## config.mk

```make
export PLATFORM = sky130hd
export DESIGN_NAME = mem_io_bridge
export DESIGN_NICKNAME = d
export VERILOG_FILES = /design/src/rtl/mem_io_pkg.sv /design/src/rtl/sync_fifo.sv /design/src/rtl/mem_io_bridge.sv
export SDC_FILE = /design/constraint.sdc
export NUM_CORES = 1
export LEC_CHECK = 0
export CORE_MARGIN = 4
export CORE_UTILIZATION = 53
export DETAILED_ROUTE_END_ITERATION = 16
export PLACE_DENSITY = 0.94
export SKIP_CTS_REPAIR_TIMING = 1
export SLEW_MARGIN = 0
export SYNTH_ARGS = -nofsm -noshare
export SYNTH_HDL_FRONTEND = slang
export SYNTH_SLANG_ARGS = --single-unit
export TNS_END_PERCENT = 30
```

## constraint.sdc

```tcl
create_clock -name clk -period 5.2 [get_ports clk]
set_input_delay 1.04 -clock clk [delete_from_list [all_inputs] [get_ports clk]]
set_output_delay 1.04 -clock clk [all_outputs]
set_load 0.01 [all_outputs]
```

## src/rtl/mem_io_pkg.sv

```systemverilog
// Shared constants for the memory-mapped I/O bridge: register offsets and bit positions.
package mem_io_pkg;

   // I/O register offsets within the top four addresses of the data space
   localparam logic [1:0] OFF_OUT    = 2'd0;
   localparam logic [1:0] OFF_IN     = 2'd1;
   localparam logic [1:0] OFF_STATUS = 2'd2;
   localparam logic [1:0] OFF_CTRL   = 2'd3;

   // STATUS register bit positions
   localparam int unsigned ST_RX_FULL  = 0;
   localparam int unsigned ST_TX_EMPTY = 1;
   localparam int unsigned ST_TX_FULL  = 2;
   localparam int unsigned ST_FAULT    = 3;
   localparam int unsigned ST_LOOP     = 4;

   // CTRL register bit positions
   localparam int unsigned CTRL_CLR_FAULT = 0;
   localparam int unsigned CTRL_LOOP      = 1;

endpackage

```

## src/rtl/sync_fifo.sv

```systemverilog
// Synchronous FIFO with head-of-queue output. A push while full is taken only
// when a pop happens in the same cycle; otherwise it is silently ignored here.
module sync_fifo #(
   parameter int unsigned DATA_W = 16,
   parameter int unsigned DEPTH  = 4
) (
   input  logic              clk,
   input  logic              rst,
   input  logic              push,
   input  logic              pop,
   input  logic [DATA_W-1:0] wdata,
   output logic [DATA_W-1:0] head,
   output logic              full,
   output logic              empty
);

   localparam int unsigned PtrW = $clog2(DEPTH);
   localparam int unsigned CntW = PtrW + 1;

   logic [DATA_W-1:0] mem_q [DEPTH];
   logic [PtrW-1:0]   wr_ptr_q, wr_ptr_d;
   logic [PtrW-1:0]   rd_ptr_q, rd_ptr_d;
   logic [CntW-1:0]   cnt_q, cnt_d;
   logic              do_push, do_pop;

   assign full    = (cnt_q == CntW'(DEPTH));
   assign empty   = (cnt_q == '0);
   assign do_pop  = pop && !empty;
   // When full, the popped slot is the one being written, so the head is read before it is lost
   assign do_push = push && (!full || do_pop);
   assign head    = mem_q[rd_ptr_q];

   // Pointer and occupancy next-state; pointers wrap naturally at a power-of-two depth
   always_comb begin
      wr_ptr_d = wr_ptr_q;
      rd_ptr_d = rd_ptr_q;
      cnt_d    = cnt_q;
      if (do_push) wr_ptr_d = wr_ptr_q + PtrW'(1);
      if (do_pop)  rd_ptr_d = rd_ptr_q + PtrW'(1);
      if (do_push && !do_pop) begin
         cnt_d = cnt_q + CntW'(1);
      end else if (!do_push && do_pop) begin
         cnt_d = cnt_q - CntW'(1);
      end
   end

   // Pointer and occupancy registers with synchronous active-low reset
   always_ff @(posedge clk) begin
      if (!rst) begin
         wr_ptr_q <= '0;
         rd_ptr_q <= '0;
         cnt_q    <= '0;
      end else begin
         wr_ptr_q <= wr_ptr_d;
         rd_ptr_q <= rd_ptr_d;
         cnt_q    <= cnt_d;
      end
   end

   // Storage array; contents need no reset since occupancy gates their use
   always_ff @(posedge clk) begin
      if (do_push) mem_q[wr_ptr_q] <= wdata;
   end

endmodule

```

## src/rtl/mem_io_bridge.sv

```systemverilog
// Memory-mapped I/O bridge: top four data addresses map to OUT/IN/STATUS/CTRL registers,
// everything else passes through to RAM. Provides a TX FIFO, RX holding register,
// loopback mode and a sticky fault flag.
module mem_io_bridge
   import mem_io_pkg::*;
#(
   parameter int unsigned DATA_W     = 16,
   parameter int unsigned RAM_SIZE   = 8,
   parameter int unsigned FIFO_DEPTH = 4
) (
   input  logic                clk,
   input  logic                rst,
   input  logic [RAM_SIZE-1:0] cpu_addr,
   input  logic                cpu_we,
   input  logic [DATA_W-1:0]   cpu_wdata,
   output logic [DATA_W-1:0]   cpu_rdata,
   output logic [RAM_SIZE-1:0] ram_addr,
   output logic                ram_we,
   output logic [DATA_W-1:0]   ram_wdata,
   input  logic [DATA_W-1:0]   ram_rdata,
   input  logic [DATA_W-1:0]   in_data,
   input  logic                in_valid,
   output logic                in_ready,
   output logic [DATA_W-1:0]   out_data,
   output logic                out_valid,
   input  logic                out_ready,
   output logic                fault
);

   logic              io_hit;
   logic [1:0]        off;
   logic              wr_out, wr_ctrl, rd_in;
   logic              tx_push, tx_pop, tx_full, tx_empty;
   logic [DATA_W-1:0] tx_head;
   logic              loop_move, rx_capture, overflow, underflow;
   logic [DATA_W-1:0] io_rdata;

   logic              rx_full_q, rx_full_d;
   logic [DATA_W-1:0] rx_data_q, rx_data_d;
   logic              loop_q, loop_d;
   logic              fault_q, fault_d;
   logic              rsp_io_q;
   logic [DATA_W-1:0] rsp_rdata_q;

   // Address >= 2^RAM_SIZE-4 is exactly "all upper bits set"
   assign io_hit  = &cpu_addr[RAM_SIZE-1:2];
   assign off     = cpu_addr[1:0];
   assign wr_out  = io_hit && cpu_we && (off == OFF_OUT);
   assign wr_ctrl = io_hit && cpu_we && (off == OFF_CTRL);
   assign rd_in   = io_hit && !cpu_we && (off == OFF_IN);

   assign ram_addr  = cpu_addr;
   assign ram_wdata = cpu_wdata;
   assign ram_we    = cpu_we && !io_hit;

   // Stream handshakes are forced low while reset is asserted
   assign out_valid  = rst && !loop_q && !tx_empty;
   assign out_data   = tx_head;
   assign in_ready   = rst && !loop_q && !rx_full_q;
   assign rx_capture = in_valid && in_ready;
   assign loop_move  = loop_q && !tx_empty && !rx_full_q;

   assign tx_push   = wr_out;
   assign tx_pop    = (out_valid && out_ready) || loop_move;
   assign overflow  = tx_push && tx_full && !tx_pop;
   assign underflow = rd_in && !rx_full_q;

   assign fault     = fault_q;
   assign cpu_rdata = rsp_io_q ? rsp_rdata_q : ram_rdata;

   sync_fifo #(
      .DATA_W (DATA_W),
      .DEPTH  (FIFO_DEPTH)
   ) u_tx_fifo (
      .clk   (clk),
      .rst   (rst),
      .push  (tx_push),
      .pop   (tx_pop),
      .wdata (cpu_wdata),
      .head  (tx_head),
      .full  (tx_full),
      .empty (tx_empty)
   );

   // I/O register read value, sampled at the request edge
   always_comb begin
      io_rdata = '0;
      unique case (off)
         OFF_OUT:    io_rdata = '0;
         OFF_IN:     io_rdata = rx_data_q;
         OFF_STATUS: begin
            io_rdata[ST_RX_FULL]  = rx_full_q;
            io_rdata[ST_TX_EMPTY] = tx_empty;
            io_rdata[ST_TX_FULL]  = tx_full;
            io_rdata[ST_FAULT]    = fault_q;
            io_rdata[ST_LOOP]     = loop_q;
         end
         OFF_CTRL:   io_rdata[CTRL_LOOP] = loop_q;
      endcase
   end

   // Next state of RX register, loop mode and fault flag
   always_comb begin
      rx_full_d = rx_full_q;
      rx_data_d = rx_data_q;
      loop_d    = loop_q;
      fault_d   = fault_q;
      if (rd_in) rx_full_d = 1'b0;
      // Capture and loopback move need rx_full=0, so they never collide with a real pop
      if (rx_capture) begin
         rx_data_d = in_data;
         rx_full_d = 1'b1;
      end else if (loop_move) begin
         rx_data_d = tx_head;
         rx_full_d = 1'b1;
      end
      if (wr_ctrl) loop_d = cpu_wdata[CTRL_LOOP];
      if (wr_ctrl && cpu_wdata[CTRL_CLR_FAULT]) fault_d = 1'b0;
      // Setting wins over a simultaneous clear
      if (overflow || underflow) fault_d = 1'b1;
   end

   // Bridge state and one-cycle read response registers
   always_ff @(posedge clk) begin
      if (!rst) begin
         rx_full_q   <= 1'b0;
         rx_data_q   <= '0;
         loop_q      <= 1'b0;
         fault_q     <= 1'b0;
         rsp_io_q    <= 1'b1;
         rsp_rdata_q <= '0;
      end else begin
         rx_full_q   <= rx_full_d;
         rx_data_q   <= rx_data_d;
         loop_q      <= loop_d;
         fault_q     <= fault_d;
         rsp_io_q    <= io_hit;
         rsp_rdata_q <= io_rdata;
      end
   end

endmodule

```

Word-level counts from Yosys, hierarchy flattened
Memory sizes are Yosys's and may differ from the RTL's. A register that Yosys moved wholly into a read port is not among the register bits.
Index checks and enable logic that the tools add are counted.
Storage, ports and cells
  register bits after elaboration: 43
  RAM bits: 64
  bits of input ports: 61
  word-level logic and storage cells: 77
  memories: 1
Operators by class
  $add $sub $neg: 4
  equality and inequality tests: 4
  mux-type cells: 17
  reduce and logical (&&, ||, !) cells: 41
Memories
  u_tx_fifo.mem_q: depth 4, bits a word 16, read ports 1, clocked after Yosys merged registers in 1, wr ports 1, RTL line sync_fifo.sv:20  | logic [DATA_W-1:0] mem_q [DEPTH];
Operators by type and width (number)
  16-bit two-way mux: 3
  1-bit logical AND: 21
  1-bit logical NOT: 9
  1-bit two-way mux: 7
  3-bit two-way mux: 2
  3-bit case mux with 2 select lines: 1
  6-bit AND reduction: 1
  2-bit nonzero test: 3
  2-bit by 1-bit adder with 2-bit output, second input constant: 2
  2-bit equality test, second input constant: 2
  2-bit two-way mux: 2
  1-bit case mux with 4 select lines: 1
  3-bit by 1-bit adder with 3-bit output, second input constant: 1
  3-bit equality test, second input constant: 1
  3-bit logical NOT: 1
  1-bit logical OR: 3
  3-bit nonzero test: 1
  3-bit by 1-bit subtractor with 3-bit output, second input constant: 1
  2-bit by 1-bit equality test with 1-bit output, second input constant: 1
  2-bit logical NOT: 1
  1-bit case mux with 2 select lines: 1
  2-bit AND reduction: 1

Logic depth before layout (Yosys ltp)
  word-level depth: 12
  mapped depth: 10
  mapped depth without buffers: 9

Cells and area by module
Synthesis repeated with hierarchy kept, for this count alone.
Second synthesis, totals
  cell total of the unflattened synthesis: 338
  area total of the unflattened synthesis: 4730.8 um^2
By module, submodules not included
  sync_fifo: instances 1, cells each 132, area an instance 2836.5 um^2
  mem_io_bridge: instances 1, cells each 206, area an instance 1894.3 um^2

Worst setup path after synthesis
No wires, ideal clock.
  kind: input port to flip-flop
  start: input out_ready
  end: register u_tx_fifo.cnt_q[2]
  library setup time: 71 ps
  arrival: 2975 ps
  required time: 5129 ps
  slack: 2154 ps
  cell stages on the path: 10
  buffers on the path: 1
  path through: and3b_1 -> and4bb_1 -> and4b_1 -> buf_2 -> ha_1 -> inv_1 -> fa_1 -> xor2_1 -> or3_1 -> a21oi_1
Between the ends
  cells in the longest elaborated chain, start to end: 8
Ends and longest elaborated chain
  start: declaration: RTL line mem_io_bridge.sv:26  | input logic out_ready,
  1-bit logical AND *: RTL line mem_io_bridge.sv:64  | assign tx_pop = (out_valid && out_ready) || loop_move;
  1-bit logical OR *: RTL line mem_io_bridge.sv:64
  1-bit logical AND *: RTL line sync_fifo.sv:28  | assign do_pop = pop && !empty;
  1-bit logical OR *: RTL line sync_fifo.sv:30  | assign do_push = push && (!full || do_pop);
  1-bit logical AND *: RTL line sync_fifo.sv:30
  via u_tx_fifo.do_push: RTL line sync_fifo.sv:24  | logic do_push, do_pop;
  1-bit logical NOT: RTL line sync_fifo.sv:42  | end else if (!do_push && do_pop) begin
  1-bit logical AND: RTL line sync_fifo.sv:42
  2-bit nonzero test (no line)
  end signal: assignment: RTL line sync_fifo.sv:56  | cnt_q <= cnt_d;
  end: declaration: RTL line sync_fifo.sv:23  | logic [CntW-1:0] cnt_q, cnt_d;
The timed path passes the listed nets; every way through them passes the cells marked *.
A chain may end at the register's enable or synchronous reset.

Worst setup path after layout
  start: input rst
  end: output in_ready
Between the ends
  cells in the longest elaborated chain, start to end: 2
Ends and longest elaborated chain
  start: declaration: RTL line mem_io_bridge.sv:12  | input logic rst,
  1-bit logical AND (2 in series): RTL line mem_io_bridge.sv:59  | assign in_ready = rst && !loop_q && !rx_full_q;
  end: declaration: RTL line mem_io_bridge.sv:23  | output logic in_ready,
Every way passes these cells.

==> out/metrics.yaml <==
run_status:
  outcome: "complete, no violations"
setup_path:
  critPathKind: "primary input to output port"
  required_ps: 4160
  rrSetupSlack_ps: 2250
  cp-start-kind: "primary input"
  crit_fanout: 20
  r2r_cells: 10
  end_kind: "output port"
  cp.arrival_ps: 2600
  worstReg2RegStart: "loop_q"
  worstReg2RegEnd: "u_tx_fifo.cnt_q[2]"
grt:
  grt_pass1_wl_mm: 16.0
  track_usage: 0.203
  grt.overflow.total: 0
  grt_max_degree: 33
  antenna_found_initial: 0
  first_global_vias: 3197
routing:
  postRouteAntennaNets: 0
  via_count: 3117
  first_pass_iters: 5
  routed_via_density: 5.76
  drtIter0Drc: 185
  drt-total-wl_mm: 10.4
  wl_per_cell_um: 19.2
  drc: 0
logic_synthesis:
  synth_top_cell_area_share: 0.411
  synthDistinctLibCells: 42
  syn-num-nets: 414
  postSynthAreaPerCell_um2: 13.7
  yosys_warnings: 0
  seq_area_frac_synth: 0.604
  synth_ff_type: "edfxtp_1"
  synth_edf_count: 64
  async_flop_share: 0
  synth_area_leaders: "edfxtp_1 41%, dfxtp_1 19%, mux4_2 7.7%"
  synth_cells: 342
  synth_area_leader_cell: "edfxtp_1"
  synthesis.area_um2: 4670
  ys_ff_latch: 109
die:
  initial_core_util: 0.558
  pin_count: 121
  core-area_um2: 8380
  die-area_um2: 10400
  die_y_um: 102
  fp.dieW_um: 102
  row_count: 33
placed_design:
  dp_hpwl_mm: 7.47
  io_buffers: 120
  gp_congestion: 0.841
  place_area_um2: 5730
timing:
  grt_setup_unrepaired: "no"
  maxClockFrequency_ghz: 0.275
  hold_viol: 0
  finalSetupViolCount: 0
  clock_skew_ps: 10.6
  period_needed_ps: 3640
  tns_ps: 0
  drv_slew: 0
  timing.slew.headroom: 0.241
  finalCritPeriodShare: 0.700
  tightest_slew_ps: 1140
layout:
  final_area_um2: 5940
  multiInputGateArea_um2: 1480
  layout-drive-gt1-share: 0.122
  area_growth_pct: 27.1
  antenna_cells_inserted: 0
  nets: 503
  seq_area_um2: 2820
  final_util: 0.709
  fillers: 551
pwr:
  peakVddDrop_uv: 208
  power.leakage_nw: 2.12
  p_total_mw: 1.63
  p_per_area_nw_per_um2: 274
clocking:
  cts-root-buf: "clkbuf_8"
  cts.sinks: 109
  clk_path_buf_depth: 2
  cts_tree: "yes"
  clk_pin_slew_ps: 100
  cts_buffers: 9
  cts_max_level: 3
  clkLatencyLatePin_ps: 370
hold_path:
  min_path_cells: 1
  holdPathEnd: "rsp_rdata_q[7]"
  hp-class: "flop to flop"
  holdCritStartpoint: "rx_data_q[7]"
run:
  timing.max_cap.violations: 0
-- Yosys cell counts (all sizes together), types with 2 or more instances --
cell type  count
clkbuf         8
nor2          15
nor2b          2
o21ai          3
a22oi          3
and2           4
dfxtp         45
nand3         16
and3          11
ha            10
inv           21
edfxtp        64
mux2          16
nand2          8
mux4          16
or3            2
nand2b         2
a221oi        16
nand4          2
buf           36
a21oi         18
nor3           2
xor2           4
mux2i          4
-- cells by family after synthesis --
logic type,after synthesis,synth area share
compound gates,47,0.0699
xor+xnor,4,0.00750
buf+inv,66,0.0806
flops,109,0.604
mux,36,0.124
fa+ha+maj,11,0.0311
simple gates,69,0.0827
-- routing by layer --
| metal | track usage | wire length, µm |
|---|---|---|
| met1 | 0.252 | 3930 |
| met2 | 0.347 | 5310 |
| met3 | 0.0396 | 862 |
| met4 | 0.0858 | 267 |
| met5 | 0 | 0 |
-- worst max path at each step --
| stage | startpoint | endpoint | slack [ps] | depth (start not counted) |
|---|---|---|---|---|
| after floorplan | out_ready | u_tx_fifo.cnt_q[2] | 2150 | 10 |
| after global placement | rst | u_tx_fifo.cnt_q[2] | 1340 | 11 |
| after detailed placement | rst | u_tx_fifo.cnt_q[2] | 1210 | 11 |
| after CTS | flop | out_data[7] | 1460 | 2 |
| after global routing | flop | out_data[15] | 1350 | 2 |
| final | rst | in_ready | 1560 | 5 |
-- sequential cells by signal, indices dropped and copies added, names as in the netlist, named ones only --
register            flops
rsp_rdata_q            16
fault                   1
rsp_io_q                1
loop_q                  1
u_tx_fifo.mem_q        64
u_tx_fifo.rd_ptr_q      2
rx_full_q               1
u_tx_fifo.wr_ptr_q      2
rx_data_q              16
u_tx_fifo.cnt_q         3
-- through the flow --
| stage | hold WS (ps) | setup WS [ps] | cells |
|---|---|---|---|
| 4_1_cts | 472 | 1460 | 541 |
| 3_5_place_dp | 464 | 1210 | 525 |
| 2_1_floorplan | 453 | 2150 | 342 |
| 3_3_place_gp | 465 | 1340 | 525 |
| 5_1_grt | 475 | 1350 | 541 |
| 6_report | 481 | 1560 | 541 |
-- power breakdown --
part / switching (mW) / internal [mW] / total [mW]
Sequential: 0.0104 / 0.923 / 0.934
Clock: 0.298 / 0.234 / 0.532
Combinational: 0.0655 / 0.0975 / 0.163
-- critical path, cell delays in order --
cell and delay, ps:
clkdlybuf4s50_1 460, buf_4 220, nand2b_1 160, nor2_1 150, clkdlybuf4s50_1 570
-- area by class of cell --
type	count	area share
Tap cell	105	0.0221
Clock inverter	7	0.0143
Timing Repair Buffer	122	0.205
Sequential cell	109	0.475
Clock buffer	9	0.0208
Multi-Input combinational cell	167	0.249
Inverter	22	0.0139
-- placed cells by master (no fill, tap or decap), types with 2 or more instances in the layout --
master,Yosys,routed
nor2_1,15,15
a221oi_1,16,16
xor2_1,4,4
and3_1,11,11
nor3_1,2,2
buf_4,28,2
a22oi_1,3,3
inv_1,21,21
a21oi_1,18,18
clkdlybuf4s50_1,0,120
mux4_2,16,16
nor2b_1,2,2
nand3_1,16,16
nand2_1,7,7
and2_1,4,4
clkbuf_8,0,9
o21ai_0,3,3
dfxtp_1,45,45
edfxtp_1,64,64
ha_1,10,10
nand2b_1,2,2
or3_1,2,2
inv_6,0,4
mux2_2,16,16
nand4_1,2,2
mux2i_1,4,4
Note: power is estimated with default switching activity, not from simulation.
